==> src/rtl/mem_port_arbiter.sv <==
// Round-robin arbiter sharing one single-ported memory between the fetch (i_*)
// and load/store (d_*) paths, with one transaction in flight and a response watchdog.
module mem_port_arbiter #(
  parameter int unsigned ADDR_W  = 32,
  parameter int unsigned DATA_W  = 32,
  parameter int unsigned TIMEOUT = 64
) (
  input  logic                  clk,
  input  logic                  resetn,
  input  logic                  i_valid,
  input  logic [ADDR_W-1:0]     i_addr,
  output logic                  i_ready,
  output logic                  i_rvalid,
  output logic [DATA_W-1:0]     i_rdata,
  input  logic                  d_valid,
  input  logic                  d_we,
  input  logic [ADDR_W-1:0]     d_addr,
  input  logic [DATA_W-1:0]     d_wdata,
  input  logic [DATA_W/8-1:0]   d_wstrb,
  output logic                  d_ready,
  output logic                  d_rvalid,
  output logic [DATA_W-1:0]     d_rdata,
  output logic                  mem_valid,
  output logic                  mem_we,
  output logic [ADDR_W-1:0]     mem_addr,
  output logic [DATA_W-1:0]     mem_wdata,
  output logic [DATA_W/8-1:0]   mem_wstrb,
  input  logic                  mem_ready,
  input  logic                  mem_rvalid,
  input  logic [DATA_W-1:0]     mem_rdata,
  output logic                  err
);

  localparam int unsigned STRB_W = DATA_W / 8;
  localparam int unsigned CNT_W  = (TIMEOUT > 1) ? $clog2(TIMEOUT + 1) : 1;

  typedef enum logic [1:0] {
    IDLE  = 2'd0,
    ISSUE = 2'd1,
    WAIT  = 2'd2
  } state_t;

  state_t              state_q, state_d;
  logic                owner_q, owner_d;   // 1 = load/store port
  logic                prio_d_q, prio_d_d;
  logic [ADDR_W-1:0]   addr_q, addr_d;
  logic                we_q, we_d;
  logic [DATA_W-1:0]   wdata_q, wdata_d;
  logic [STRB_W-1:0]   wstrb_q, wstrb_d;
  logic [CNT_W-1:0]    cnt_q, cnt_d;
  logic                i_rvalid_q, i_rvalid_d;
  logic                d_rvalid_q, d_rvalid_d;
  logic [DATA_W-1:0]   i_rdata_q, i_rdata_d;
  logic [DATA_W-1:0]   d_rdata_q, d_rdata_d;
  logic                err_q, err_d;

  logic                grant_i, grant_d;
  logic                timeout_hit;
  logic                respond;
  logic [DATA_W-1:0]   resp_data;

  assign grant_d = d_valid && (prio_d_q || !i_valid);
  assign grant_i = i_valid && !(d_valid && prio_d_q);
  assign i_ready = (state_q == IDLE) && grant_i;
  assign d_ready = (state_q == IDLE) && grant_d;

  // A response in the same cycle as the timeout takes precedence.
  assign timeout_hit = (TIMEOUT != 0) && !mem_rvalid && (cnt_q == CNT_W'(TIMEOUT - 1));

  assign mem_valid = (state_q == ISSUE);
  assign mem_we    = mem_valid && we_q;
  assign mem_addr  = mem_valid ? addr_q  : '0;
  assign mem_wdata = mem_valid ? wdata_q : '0;
  assign mem_wstrb = mem_valid ? wstrb_q : '0;

  assign i_rvalid = i_rvalid_q;
  assign d_rvalid = d_rvalid_q;
  assign i_rdata  = i_rdata_q;
  assign d_rdata  = d_rdata_q;
  assign err      = err_q;

  always_comb begin
    state_d    = state_q;
    owner_d    = owner_q;
    prio_d_d   = prio_d_q;
    addr_d     = addr_q;
    we_d       = we_q;
    wdata_d    = wdata_q;
    wstrb_d    = wstrb_q;
    cnt_d      = cnt_q;
    i_rvalid_d = 1'b0;
    d_rvalid_d = 1'b0;
    i_rdata_d  = i_rdata_q;
    d_rdata_d  = d_rdata_q;
    err_d      = 1'b0;
    respond    = 1'b0;
    resp_data  = '0;

    case (state_q)
      IDLE: begin
        if ((i_valid && i_ready) || (d_valid && d_ready)) begin
          state_d  = ISSUE;
          owner_d  = d_ready;
          prio_d_d = !d_ready;
          addr_d   = d_ready ? d_addr  : i_addr;
          we_d     = d_ready && d_we;
          wdata_d  = d_ready ? d_wdata : '0;
          wstrb_d  = (d_ready && d_we) ? d_wstrb : '0;
        end
      end
      ISSUE: begin
        if (mem_ready) begin
          state_d = WAIT;
          cnt_d   = '0;
        end
      end
      WAIT: begin
        if (mem_rvalid) begin
          respond   = 1'b1;
          resp_data = we_q ? '0 : mem_rdata;
          state_d   = IDLE;
        end else if (timeout_hit) begin
          respond = 1'b1;
          err_d   = 1'b1;
          state_d = IDLE;
        end else begin
          cnt_d = cnt_q + 1'b1;
        end
      end
      default: state_d = IDLE;
    endcase

    if (respond) begin
      if (owner_q) begin
        d_rvalid_d = 1'b1;
        d_rdata_d  = resp_data;
      end else begin
        i_rvalid_d = 1'b1;
        i_rdata_d  = resp_data;
      end
    end
  end

  always_ff @(posedge clk) begin
    if (!resetn) begin
      state_q    <= IDLE;
      owner_q    <= 1'b0;
      prio_d_q   <= 1'b1;
      addr_q     <= '0;
      we_q       <= 1'b0;
      wdata_q    <= '0;
      wstrb_q    <= '0;
      cnt_q      <= '0;
      i_rvalid_q <= 1'b0;
      d_rvalid_q <= 1'b0;
      i_rdata_q  <= '0;
      d_rdata_q  <= '0;
      err_q      <= 1'b0;
    end else begin
      state_q    <= state_d;
      owner_q    <= owner_d;
      prio_d_q   <= prio_d_d;
      addr_q     <= addr_d;
      we_q       <= we_d;
      wdata_q    <= wdata_d;
      wstrb_q    <= wstrb_d;
      cnt_q      <= cnt_d;
      i_rvalid_q <= i_rvalid_d;
      d_rvalid_q <= d_rvalid_d;
      i_rdata_q  <= i_rdata_d;
      d_rdata_q  <= d_rdata_d;
      err_q      <= err_d;
    end
  end

endmodule

==> config.mk <==
export PLATFORM = sky130hd
export DESIGN_NAME = mem_port_arbiter
export DESIGN_NICKNAME = d
export VERILOG_FILES = /design/src/rtl/mem_port_arbiter.sv
export SDC_FILE = /design/constraint.sdc
export NUM_CORES = 1
export LEC_CHECK = 0
export BUFFER_PORTS_ARGS = -buffer_cell sky130_fd_sc_hd__buf_4
export CAP_MARGIN = 10
export CORE_ASPECT_RATIO = 1.2
export CORE_UTILIZATION = 36
export CTS_CLUSTER_DIAMETER = 60
export CTS_CLUSTER_SIZE = 8
export DETAILED_ROUTE_END_ITERATION = 6
export GPL_TIMING_DRIVEN = 0
export PLACE_DENSITY_LB_ADDON = 0.05
export SETUP_SLACK_MARGIN = 0.5
export SYNTH_ARGS = -nofsm -noshare
export SYNTH_HDL_FRONTEND = slang
export SYNTH_SLANG_ARGS = --single-unit
==> constraint.sdc <==
create_clock -name clk -period 1.8 [get_ports clk]
set_clock_uncertainty 0.05 [all_clocks]
set_input_delay 0 -clock clk [delete_from_list [all_inputs] [get_ports clk]]
set_output_delay 0 -clock clk [all_outputs]
set_load 0.01 [all_outputs]
; After elaboration in Yosys (flattened, before gate mapping)
; Index checks and enable logic that the tools add are counted.
[word_totals]
register_bits = 147
output_inout_bits = 139
wordCells = 73
[op_classes]
add_sub_neg = 1
n_eq_ne = 8
mux = 23
bitwise = 3
reduce_logical = 25
[ops]
columns = cell, count
row1 = $mux 32, 7
row2 = $mux 7, 3
row3 = $pmux 7 s2, 1
row4 = $logic_and 1x1->1, 10
row5 = $mux 2, 4
row6 = $mux 4, 2
row7 = $reduce_and 2->1, 4
row8 = $add 7x1->7 const B, 1
row9 = $eq 7x6->1 const B, 1
row10 = $pmux 2 s3, 1
row11 = $mux 1, 5
row12 = $logic_not 1->1, 4
row13 = $ne 2x1->1 const B, 2
row14 = $ne 2x2->1 const B, 2
row15 = $reduce_and 4->1, 1
row16 = $ne 3x3->1 const B, 1
row17 = $not 1->1, 3
row18 = $reduce_and 3->1, 1
row19 = $reduce_or 3->1, 1
row20 = $eq 2x1->1 const B, 1
row21 = $eq 2x2->1 const B, 1
row22 = $logic_not 2->1, 1
row23 = $logic_or 1x1->1, 2
row24 = $reduce_bool 2->1, 1

; Longest topological paths before layout
[logic_depth]
word_depth = 8
depth_mapped = 7

; Worst setup path after synthesis
; No wires, ideal clock.
[synth_path]
path_type = register to register
startpoint = reg cnt_q[0]
endpoint = reg i_rdata_q[13] (netlist: i_rdata[13])
arrival_ns = 1.471
required_ns = 1.630
path_slack_ns = 0.159
stages_incl_launch_ff = 8
period_less_slack_ns = 1.641
path_cell_list = dfxtp_1 ha_1 nand4b_2 o21ba_2 buf_2 clkbuf_1 o21ai_0 a21boi_1
[synth_via]
elab_chain_len = 6
[synth_rtl]
columns = element, line
row1 = from (decl), 50  ; logic [CNT_W-1:0] cnt_q, cnt_d;
row2 = from (signal assigned), 167  ; cnt_q <= cnt_d;
row3 = $eq 7x6->1, 68  ; assign timeout_hit = (TIMEOUT != 0) && !mem_rvalid && (cnt_q == CNT_W'(TIMEOUT - 1));
row4 = $logic_and 1x1->1, 68
row5 = $mux 1, 122  ; end else if (timeout_hit) begin
row6 = $mux 1, 118  ; if (mem_rvalid) begin
row7 = $mux 1, 99  ; case (state_q)
row8 = $reduce_and 2->1 (no source line), -
row9 = to (signal assigned), 170  ; i_rdata_q <= i_rdata_d;
row10 = to (decl), 53  ; logic [DATA_W-1:0] i_rdata_q, i_rdata_d;
; No other way between the ends.
; A chain may end at the register's enable or synchronous reset.

; Worst setup path in the final report
[layout_path]
startpoint = reg cnt_q[0]
endpoint = reg cnt_q[0]
[layout_via]
elab_chain_len = 4
word_cells_on_any_way = 8
classes_between = add/sub: 1 / eq/ne: 2 / mux: 3 / reduce/logical: 2
[layout_rtl]
columns = element, line
row1 = $add 7x1->7 / $eq 7x6->1 (equally long branches), "127, 68"
row2 = $mux 7 / $logic_and 1x1->1 (equally long branches), "122, 68"
row3 = $mux 7 / $ne 2x2->1 (equally long branches), -
row4 = $pmux 7 s2 / $reduce_and 4->1 (equally long branches), -
; Several ways; a longest one is shown, not always the timed one. The select of a mux whose other input is x is not followed.

==> results.env <==
VIOLATIONS='design-rule violations'
CRITICAL_PATH.MAX_FANOUT=5
TIMING.HOLD.WORST_PATH_DEPTH=3
GRT-OVFL-TOTAL=0
LAYOUT-DRIVE-GT1-SHARE_PCT=51.2
ANTENNA_VIOLATING_NETS_POST_ROUTE=0
CLK_ROOT_BUFFER_CELL='clkbuf_16'
REGTOREGSTARTPOINT='cnt_q[0]'
FINAL_NETS=1326
MOST-COMMON-LAYOUT-CELLS='buf_4, dfxtp_1, dlygate4sd3_1, buf_6, nand3_1'
RUN_STATUS='finished, violations left'
END_KIND='register'
POWERDENSITY_nW_PER_UM2=704
FRACTION_OF_THE_YOSYS_AREA_TAKEN_BY_SEQUENTIAL_CELLS_PCT=46.6
TOP_LEVEL_PORTS=278
INITIAL_CELL_DENSITY_OF_THE_CORE_PCT=37.1
CLOCK_SINKS=147
DIE_AREA_UM2=18100
SYNTH_FP_NETS=837
CLOCK_TREE.HTREE_LEVEL_COUNT=4
UTILIZATION_PCT=76.8
SETUP_FAILING_EPS_FINAL=0
POST_PLACEMENT_CELL_COUNT=1190
WORST-R2R-SETUP-SLACK_NS=0.17
RR_ENDPOINT='cnt_q[0]'
NUM_ANTENNA_CELLS=0
HOLDWS_NS=0.0167
YOSYS.CELL_TYPES.COUNT=42
DETAILEDROUTE.FIRSTITERATIONVIOLATIONS=443
POWER_LEAKAGE_nW=5.40
FIN_SETUP_TNS_NS=0
YOSYS_WARNINGS=0
ROUTE.VIAS.TOTAL=7651
POST_LAYOUT_NONFILLER_INSTANCES=1415
MAPPEDNETLISTAREA_UM2=6320
FINAL.MIN_CLOCK_PERIOD_NS=1.63
CLOCK_TREE.BUFFER_DEPTH=2
FINAL.FILL_COUNT=1123
RSZ0062_AT_GRT='true'
GROUTE.USAGE.OVERALL_PCT=30.3
DR.PASS1.ITERS=7
CLK_LATENCY_NS=0.42
LAYOUT_COMMONEST_CELL='buf_4'
MAX_SLEW_MARGIN_PCT=43.5
HPWLAFTERDP_UM=16500
AVERAGE_FOOTPRINT_OF_A_SYNTHESIZED_CELL_UM2=9.07
SYNTH_CELLS=697
FLOW.AREA_GROWTH_FROM_SYNTHESIS_PCT=107
SYNTH-ASYNC-RESET-RATIO_PCT=0
CTS_BUFFERS=17
DIE_HEIGHT_UM=147
CORE-AREA_UM2=17000
DIE_X_UM=123
TIMING.FMAX_MHz=613
MAXCAPVIOLCOUNT=0
REG2REG_DEPTH=6
SYNTH_SEQ_CELLS=147
NUMBER_OF_CORE_ROWS=52
HOLD_PATH.CLASS='in2reg'
GRT_ANTENNA_BEFORE_REPAIR=0
TRITONCTS='yes'
REPORT.FINAL.HOLD_VIOL_COUNT=0
PIN_COUNT_OF_THE_BIGGEST_NET_ENTERING_GLOBAL_ROUTING=17
DRC_ERRORS_LEFT=3
GRT_FIRST_PASS_WIRELENGTH_UM=42000
CLK_PIN_SLEW_NS=0.06
WORST-SETUP-PATH-TYPE='reg2reg'
POWER.IR.VDD_WORST_V=0.000584
TIGHTESTPINTRANSITION_NS=0.848
TIMING.CRITICAL_PATH.ARRIVAL_NS=1.89
PLACE_CONGESTION=0.805
CRITICAL_PATH.STARTPOINT_TYPE='register'
VIAS_IN_THE_FIRST_GLOBAL_ROUTE=7797
FINAL.PERIOD_UTILIZATION_PCT=90.6
SYNTH-EDFF-COUNT=0
MAXSLEWVIOLCOUNT=0
CRITICAL_PATH_REQUIRED_NS=2.06
ROUTEDWLPERCELL_UM=20.3
DOMINANTREGCELLSYNTH='dfxtp_1'
AVGVIACOUNTPERCELL=5.41
PLACE.PORT_BUFFERS=277
WIRELENGTH_UM=28700
HOLD_END='err'
MIN_FROM='resetn'
-- through the flow --
stage          area (um2)  setup WS, ns  total power, mW
2_1_floorplan        6420         0.330             4.21
3_3_place_gp         8770        0.0771             4.83
3_5_place_dp         8770        0.0813             4.83
4_1_cts             12600         0.225             8.95
5_1_grt             13100        0.0846             9.52
6_report            13100         0.170             9.21
-- cell type report --
cell class	count	area [um2]	share of cell area (%)
buffer	77	932	7.12
clock buffer	20	437	3.34
multi-input combinational	467	3900	29.8
inverter	6	30.0	0.229
tap	216	270	2.07
timing repair buffer	470	4450	34.0
sequential	147	2960	22.6
clock inverter	12	109	0.832
-- how the worst max path moves through the flow --
stage                     startpoint      endpoint  depth (start not counted)
after floorplan             cnt_q[0]   i_rdata[15]                          7
after detailed placement  state_q[1]  mem_wstrb[2]                          5
final                       cnt_q[0]      cnt_q[0]                          6
after global routing        cnt_q[0]      cnt_q[0]                          6
after global placement    state_q[1]  mem_wstrb[0]                          5
after CTS                 state_q[1]       d_ready                          5
-- what timing repair did --
item / 4_1_cts / 5_1_grt
gates resized for setup: 364 / 99
hold endpoints to repair: 136 / 0
setup endpoints to repair: 218 / 219
cloned: 19 / 5
hold buffers: 137 / 0
pin swaps: 63 / 50
setup buffers: 28 / 4
-- worst max-delay path, stage by stage, from the launching register on --
cell	delay, ns
dfxtp_4	0.37
ha_4	0.14
nand4b_4	0.11
o21ba_4	0.29
clkbuf_16	0.17
buf_8	0.13
a311oi_2	0.25
-- registers in the layout (all words and copies together) (netlist names) --
register	flops
d_rdata	32
i_rvalid	1
err	1
addr_q	32
wdata_q	32
d_rvalid	1
i_rdata	32
prio_d_q	1
we_q	1
owner_q	1
wstrb_q	4
cnt_q	7
state_q	2
-- kinds of logic (layout without fill, tap and decap cells) --
family                     after synthesis  in the layout  share of synthesized area (%)
adders and majority gates                1              1                          0.198
DFF                                    147            147                           46.6
AOI/OAI and AO/OA                      223            223                           24.4
and+or+nand+nor                        237            237                           21.9
buffers and inverters                   83            585                           6.00
muxes                                    6              6                          0.951
-- routing by layer --
layer	track usage [%]	vias to the layer above	routed length [um]
li1	-	3561	-
met1	32.4	3709	10600
met2	55.6	326	15300
met3	6.79	55	1860
met4	13.1	0	832
met5	0	-	0
-- where the power goes --
part / internal [mW] / switching, mW / total (mW)
clock: 1.90 / 1.47 / 3.37
combinational: 1.33 / 0.993 / 2.32
sequential: 3.40 / 0.113 / 3.51
total: 6.63 / 2.58 / 9.21
-- cells in the mapped netlist (all sizes together), types with 2 or more instances --
cell type / number / area share (%)
dfxtp: 147 / 47
o21ai: 75 / 5.9
and3: 72 / 7.1
nand3: 68 / 5.4
a21boi: 65 / 7.7
nor2b: 65 / 6.4
clkbuf: 48 / 2.9
a22oi: 33 / 3.9
buf: 29 / 2.8
a222oi: 27 / 4.3
nand2: 8 / 0.48
a21oi: 7 / 0.55
inv: 6 / 0.36
mux2i: 6 / 0.95
nor2: 6 / 0.40
nor3: 6 / 0.55
a32oi: 4 / 0.55
and2: 4 / 0.40
a31oi: 3 / 0.30
nand2b: 2 / 0.20
nand3b: 2 / 0.24
o211ai: 2 / 0.24
o21a: 2 / 0.24
Power figures use the tool's default switching activity.
